`config.mk`:
```
export PLATFORM = sky130hd
export DESIGN_NAME = pico_seq_decoder_flat
export DESIGN_NICKNAME = d
export VERILOG_FILES = /design/src/rtl/pico_seq_decoder_if.sv /design/src/rtl/pico_seq_decoder.sv /design/src/flat_wrapper.sv
export SDC_FILE = /design/constraint.sdc
export NUM_CORES = 1
export LEC_CHECK = 0
export BUFFER_PORTS_ARGS = -buffer_cell sky130_fd_sc_hd__buf_4
export CORE_AREA = 2 2 39 41
export CTS_BUF_LIST = sky130_fd_sc_hd__clkbuf_8
export CTS_CLUSTER_DIAMETER = 40
export DETAILED_ROUTE_END_ITERATION = 7
export DIE_AREA = 0 0 41 43
export PLACE_DENSITY_LB_ADDON = 0.08
export SLEW_MARGIN = 25
export SYNTH_ARGS = -nofsm -noshare
export SYNTH_HDL_FRONTEND = slang
export SYNTH_SLANG_ARGS = --single-unit
```
`constraint.sdc`:
```
create_clock -name clk -period 1.63 [get_ports clk]
set_clock_uncertainty 0.05 [all_clocks]
set_input_delay 0.326 -clock clk [delete_from_list [all_inputs] [get_ports clk]]
set_output_delay 0.326 -clock clk [all_outputs]
set_load 0.01 [all_outputs]
```
`src/rtl/pico_seq_decoder_if.sv`:
```
// Control bundle between program memory / handshake switch and the
// picoMIPS decoder: opcode and readyin in, datapath controls out.
interface pico_seq_decoder_if #(
  parameter int OPW = 3
);
  logic [OPW-1:0] opcode;
  logic           readyin;
  logic           PCincr;
  logic           PCrelbranch;
  logic           ALUfunc;
  logic           imm;
  logic           fetch;
  logic           show;
  logic           w;
  logic           addr1;
  logic           addr2;
  logic           busy;
  logic           err;

  // Driver side: supplies opcode and readyin, observes the controls.
  modport master (
    output opcode, readyin,
    input  PCincr, PCrelbranch, ALUfunc, imm, fetch, show, w,
           addr1, addr2, busy, err
  );

  // Decoder side.
  modport slave (
    input  opcode, readyin,
    output PCincr, PCrelbranch, ALUfunc, imm, fetch, show, w,
           addr1, addr2, busy, err
  );
endinterface

```
`src/rtl/pico_seq_decoder.sv`:
```
// Sequential picoMIPS decoder: opcode -> PC/ALU/mux/regfile controls, with a
// synchronised + debounced ready input, multi-cycle MULI stall and a sticky
// halt on illegal opcodes. Controls are combinational from state, opcode,
// filtered ready and the multiply counter.
module pico_seq_decoder #(
  parameter int OPW     = 3,
  parameter int MUL_LAT = 1,
  parameter int DEB     = 4
) (
  input  logic                 clk,
  input  logic                 nReset,
  pico_seq_decoder_if.slave    bus
);
  localparam logic [1:0] ST_RUN  = 2'd0;
  localparam logic [1:0] ST_MULT = 2'd1;
  localparam logic [1:0] ST_HALT = 2'd2;

  localparam logic [2:0] OP_ADD    = 3'd0;
  localparam logic [2:0] OP_ADDI   = 3'd1;
  localparam logic [2:0] OP_MULI   = 3'd2;
  localparam logic [2:0] OP_ADDF   = 3'd3;
  localparam logic [2:0] OP_SHOW   = 3'd4;
  localparam logic [2:0] OP_WAIT1  = 3'd5;
  localparam logic [2:0] OP_WAIT0  = 3'd6;
  localparam logic [2:0] OP_RETURN = 3'd7;

  // Debounce compare value: the counter "reaches DEB" on the cycle it would
  // step from DEB-1 to DEB, so the filtered value updates 2+DEB cycles after
  // a readyin edge.
  localparam logic [7:0] DEB_LAST = (DEB == 0) ? 8'd0 : 8'(DEB - 1);
  localparam logic [3:0] MUL_INIT = 4'(MUL_LAT - 1);

  logic       r_s1, r_s2, r_readyq;
  logic [7:0] r_dcnt;
  logic [1:0] r_state;
  logic [3:0] r_mcnt;

  logic [1:0] w_state_next;
  logic [3:0] w_mcnt_next;
  logic       w_legal;
  logic [2:0] w_op3;
  logic       w_pcincr, w_pcrel, w_alufunc, w_imm, w_fetch, w_show;
  logic       w_wen, w_addr1, w_addr2, w_busy, w_err;

  // Encodings are zero-extended: any set bit above bit 2 is illegal.
  generate
    if (OPW > 3) begin : g_wide_op
      assign w_legal = ~|bus.opcode[OPW-1:3];
    end else begin : g_narrow_op
      assign w_legal = 1'b1;
    end
  endgenerate
  assign w_op3 = bus.opcode[2:0];

  // Two-flop synchroniser followed by a persistence filter on readyin.
  always_ff @(posedge clk) begin
    if (!nReset) begin
      r_s1     <= 1'b0;
      r_s2     <= 1'b0;
      r_readyq <= 1'b0;
      r_dcnt   <= 8'd0;
    end else begin
      r_s1 <= bus.readyin;
      r_s2 <= r_s1;
      if (r_s2 == r_readyq) begin
        r_dcnt <= 8'd0;
      end else if (DEB == 0 || r_dcnt == DEB_LAST) begin
        r_readyq <= r_s2;
        r_dcnt   <= 8'd0;
      end else begin
        r_dcnt <= r_dcnt + 8'd1;
      end
    end
  end

  // Control decode and next-state selection.
  always_comb begin
    w_state_next = r_state;
    w_mcnt_next  = r_mcnt;
    w_pcincr     = 1'b0;
    w_pcrel      = 1'b0;
    w_alufunc    = 1'b0;
    w_imm        = 1'b0;
    w_fetch      = 1'b0;
    w_show       = 1'b0;
    w_wen        = 1'b0;
    w_addr1      = 1'b0;
    w_addr2      = 1'b0;
    w_busy       = 1'b0;
    w_err        = 1'b0;
    case (r_state)
      ST_RUN: begin
        if (!w_legal) begin
          w_state_next = ST_HALT;
        end else begin
          case (w_op3)
            OP_ADD: begin
              w_wen    = 1'b1;
              w_pcincr = 1'b1;
            end
            OP_ADDI: begin
              w_wen    = 1'b1;
              w_imm    = 1'b1;
              w_pcincr = 1'b1;
            end
            OP_MULI: begin
              w_imm     = 1'b1;
              w_alufunc = 1'b1;
              if (MUL_LAT == 1) begin
                w_wen    = 1'b1;
                w_pcincr = 1'b1;
              end else begin
                w_busy       = 1'b1;
                w_state_next = ST_MULT;
                w_mcnt_next  = MUL_INIT;
              end
            end
            OP_ADDF: begin
              w_wen    = 1'b1;
              w_imm    = 1'b1;
              w_fetch  = 1'b1;
              w_addr1  = 1'b1;
              w_pcincr = 1'b1;
            end
            OP_SHOW: begin
              w_show   = 1'b1;
              w_addr2  = 1'b1;
              w_pcincr = 1'b1;
            end
            OP_WAIT1: begin
              w_imm    = 1'b1;
              w_pcrel  = r_readyq;
              w_pcincr = ~r_readyq;
            end
            OP_WAIT0: begin
              w_imm    = 1'b1;
              w_pcrel  = ~r_readyq;
              w_pcincr = r_readyq;
            end
            OP_RETURN: begin
              w_imm   = 1'b1;
              w_pcrel = 1'b1;
            end
            default: ;
          endcase
        end
      end
      ST_MULT: begin
        // Opcode is ignored; the last MULT cycle carries the single write.
        w_imm       = 1'b1;
        w_alufunc   = 1'b1;
        w_mcnt_next = r_mcnt - 4'd1;
        if (r_mcnt > 4'd1) begin
          w_busy = 1'b1;
        end else begin
          w_wen        = 1'b1;
          w_pcincr     = 1'b1;
          w_state_next = ST_RUN;
        end
      end
      ST_HALT: begin
        w_err = 1'b1;
      end
      default: begin
        w_state_next = ST_RUN;
      end
    endcase
  end

  // State and multiply-counter registers.
  always_ff @(posedge clk) begin
    if (!nReset) begin
      r_state <= ST_RUN;
      r_mcnt  <= 4'd0;
    end else begin
      r_state <= w_state_next;
      r_mcnt  <= w_mcnt_next;
    end
  end

  // All controls are held low while reset is asserted.
  assign bus.PCincr      = nReset & w_pcincr;
  assign bus.PCrelbranch = nReset & w_pcrel;
  assign bus.ALUfunc     = nReset & w_alufunc;
  assign bus.imm         = nReset & w_imm;
  assign bus.fetch       = nReset & w_fetch;
  assign bus.show        = nReset & w_show;
  assign bus.w           = nReset & w_wen;
  assign bus.addr1       = nReset & w_addr1;
  assign bus.addr2       = nReset & w_addr2;
  assign bus.busy        = nReset & w_busy;
  assign bus.err         = nReset & w_err;
endmodule

```
`src/flat_wrapper.sv`:
```
// flat-port wrapper written by rule: the top's interface ports become plain ports
module pico_seq_decoder_flat 
#(
  parameter int OPW     = 3,
  parameter int MUL_LAT = 1,
  parameter int DEB     = 4
)
  (clk, nReset, bus_opcode, bus_readyin, bus_PCincr, bus_PCrelbranch, bus_ALUfunc, bus_imm, bus_fetch, bus_show, bus_w, bus_addr1, bus_addr2, bus_busy, bus_err);
  pico_seq_decoder_if #(.OPW(OPW)) bus_i ();
  input  logic clk;
  input  logic nReset;
  input wire logic [$bits(bus_i.opcode)-1:0] bus_opcode;
  input wire logic [$bits(bus_i.readyin)-1:0] bus_readyin;
  output wire logic [$bits(bus_i.PCincr)-1:0] bus_PCincr;
  output wire logic [$bits(bus_i.PCrelbranch)-1:0] bus_PCrelbranch;
  output wire logic [$bits(bus_i.ALUfunc)-1:0] bus_ALUfunc;
  output wire logic [$bits(bus_i.imm)-1:0] bus_imm;
  output wire logic [$bits(bus_i.fetch)-1:0] bus_fetch;
  output wire logic [$bits(bus_i.show)-1:0] bus_show;
  output wire logic [$bits(bus_i.w)-1:0] bus_w;
  output wire logic [$bits(bus_i.addr1)-1:0] bus_addr1;
  output wire logic [$bits(bus_i.addr2)-1:0] bus_addr2;
  output wire logic [$bits(bus_i.busy)-1:0] bus_busy;
  output wire logic [$bits(bus_i.err)-1:0] bus_err;
  assign bus_i.opcode = bus_opcode;
  assign bus_i.readyin = bus_readyin;
  assign bus_PCincr = bus_i.PCincr;
  assign bus_PCrelbranch = bus_i.PCrelbranch;
  assign bus_ALUfunc = bus_i.ALUfunc;
  assign bus_imm = bus_i.imm;
  assign bus_fetch = bus_i.fetch;
  assign bus_show = bus_i.show;
  assign bus_w = bus_i.w;
  assign bus_addr1 = bus_i.addr1;
  assign bus_addr2 = bus_i.addr2;
  assign bus_busy = bus_i.busy;
  assign bus_err = bus_i.err;
  pico_seq_decoder #(.OPW(OPW), .MUL_LAT(MUL_LAT), .DEB(DEB)) u_core (.clk(clk), .nReset(nReset), .bus(bus_i));
endmodule
```
==> run metrics <==
status finished clean; crit-path max FO 3; Max clock buf depth 2; part of the Yosys area used for sequential elements between 40 and 50%; Adder-Cell Fraction of Synth Area 2.34%; Critical Path AT about 1.2 ns; setup violators final 0; root buffer cell clkbuf_8; Detail Placement HPWL approximately 780 µm; final WL between 1000 and 1500 µm; ys async rst share 0%; crit path cell chain mux2_2, nor2b_1, buf_4; CTS tree built; most frequent cell after synthesis dfxtp_1; max-cap violations 0; P_leak roughly 0.00031 µW; PD cells between 700 and 800 nW/µm²; dpl ws 0.0918 ns; Worst-Skew Late Latency around 0.24 ns; Req. time, crit path about 1.3 ns; minimum clock period around 1.6 ns; Routed Antenna Nets 0; CP bufs+invs 1; Num Clock Sinks 11; DIE AREA between 1500 and 2000 µm²; syn_area_per_cell 8.64 µm²; slowest CP cell mux2_2; worst setup slack after layout 0.0599 ns; routability cong. approximately 0.64; top cells by area, synth dfxtp_1 41%, or3_1 5.8%, buf_4 5.6%; Post-synth top cells 11 x dfxtp_1, 6 x nor2_1, 5 x or3_1; Final Hold Violating Endpoints 0; initial antenna violation count 0; area leader, netlist dfxtp_1; synth warn 0; pin count of the biggest net entering global routing 9; H-tree depth 1; Cell Rows 14; I/O Pins 17; Worst path max stage delay about 0.35 ns; Port Buffers 14; Netlist Area Pre-Place between 500 and 600 µm²; clk slew on worst S/H paths 0.05 ns; Die Height ~43 µm; final net count about 90; crit path kind reg2out; First DRT Iteration DRCs 11; Vias ~460; GRT Overall Usage a little over an eighth; share of the synthesized area in the top cell type between 40% and 50%; CORE AREA between 1000 and 1500 µm²; FF+latch count, synth 11; Via-to-Cell Ratio approximately 4.7; Netlist cell types 24; total iterations of the first detailed-routing run 3; CP Launch Type register; EDFF count, synth 0; largest family of logic cells by synthesized area simple AND/OR/NAND/NOR gates; hold_ws 0.256 ns; Final Max Tran Viols 0; Synth-to-Final Area Change 39.0%; Starting Density between 30% and 40%; total gr overflow 0; final routed DRC violation total 0; Worst Setup End Kind output port; Syn Inst Count 62; mux cell area share after synthesis 2.10%; share of layout cells above drive strength 1 a little under two fifths; Die Wd 41 µm; Fmax 637 MHz; Main synth FF type dfxtp_1; XOR/XNOR Fraction of Synth Area around 6.5%; cts hold-fix bufs 0; fillcell total between 100 and 150; vias in the first global route roughly 380; Worst Hold Class in2reg; RSZ-0062 raised after global routing yes; number of buffers created by CTS 3; final worst path period share between 90 and 100%; compound-gate portion of the synthesized area between 10% and 20%; Simple-Gate Fraction of Synth Area a little over a quarter; DR WL/cell 10.2 µm; crit-path leading delay family multiplexers; # diodes 0; Max VDD drop around 0.48 mV; first-pass GRT wire length 1570 µm
metal layers:
layer	GRT usage (%)	up-vias	wire length (µm)
met5	0	-	0
met4	4.00	0	0
met3	7.85	0	42
met2	17.8	7	472
met1	17.3	208	497
li1	-	248	-
metrics by stage:
step	total power (µW)	TNS, ns	instance area [µm²]	instances	util [%]
floorplan	305	0	539	63	-
global placement	332	0	679	95	49.1
detailed placement	332	0	679	95	49.1
CTS	595	0	726	99	52.4
global route	619	-0.0295	744	99	53.8
finish	588	0	744	99	53.8
layout make-up:
type                    count  area [µm²]  share of cell area [%]
multi-input cells          45         294                    39.5
repair buffers             20         150                    20.2
clock inverters             1        3.75                   0.504
well taps                  16        20.0                    2.69
flip-flops and latches     11         224                    30.1
clock buffers               3        41.3                    5.55
inverters                   3        11.3                    1.51
sequential cells by signal (all words and copies together), names as in the netlist:
register	cells
u_core.r_dcnt	8
u_core.r_readyq	1
u_core.r_s1	1
u_core.r_s2	1
layout by cell type (no fill, tap or decap), types with 4 or more instances in the layout:
cell type / Yosys / final
dfxtp_1: 11 / 8
nand3_1: 4 / 4
nor2_1: 6 / 6
buf_4: 4 / 20
o21ai_0: 4 / 4
or3_1: 5 / 5
inv_1: 3 / 4
worst paths after layout:
path,cells after the start,from,slack (ns),end
worst max-delay path,3,u_core.r_readyq,0.06,bus_PCrelbranch
worst min-delay path,2,bus_readyin,0.26,u_core.r_s1
worst max register to register,4,u_core.r_dcnt[1],0.07,u_core.r_readyq
worst min register to register,1,u_core.r_s1,0.38,u_core.r_s2
power breakdown:
group          switching, µW  internal, µW
logic                   24.7          29.0
registers               1.50           273
clock network           95.6           165
cell families after synthesis:
kind of cell / after synthesis
other: 1
adders and majority gates: 1
muxes: 1
AOI/OAI and AO/OA: 11
xor gates and xnor gates: 4
buffers and inverters: 7
DFF: 11
and+or+nand+nor: 26
worst register-to-register path, cell delays in order, from the launching register on:
cell	delay (ns)
dfxtp_2	0.35
ha_4	0.13
or4b_4	0.46
or3_1	0.38
a21boi_1	0.13
what timing repair did:
| item | in CTS | in global routing |
|---|---|---|
| setup endpoints to repair | 1 | 2 |
| gates cloned | 0 | 0 |
| pin swaps | 0 | 3 |
| gates resized for setup | 1 | 6 |
| setup buffers | 0 | 0 |
No activity file was read; power rests on OpenSTA's default activity.
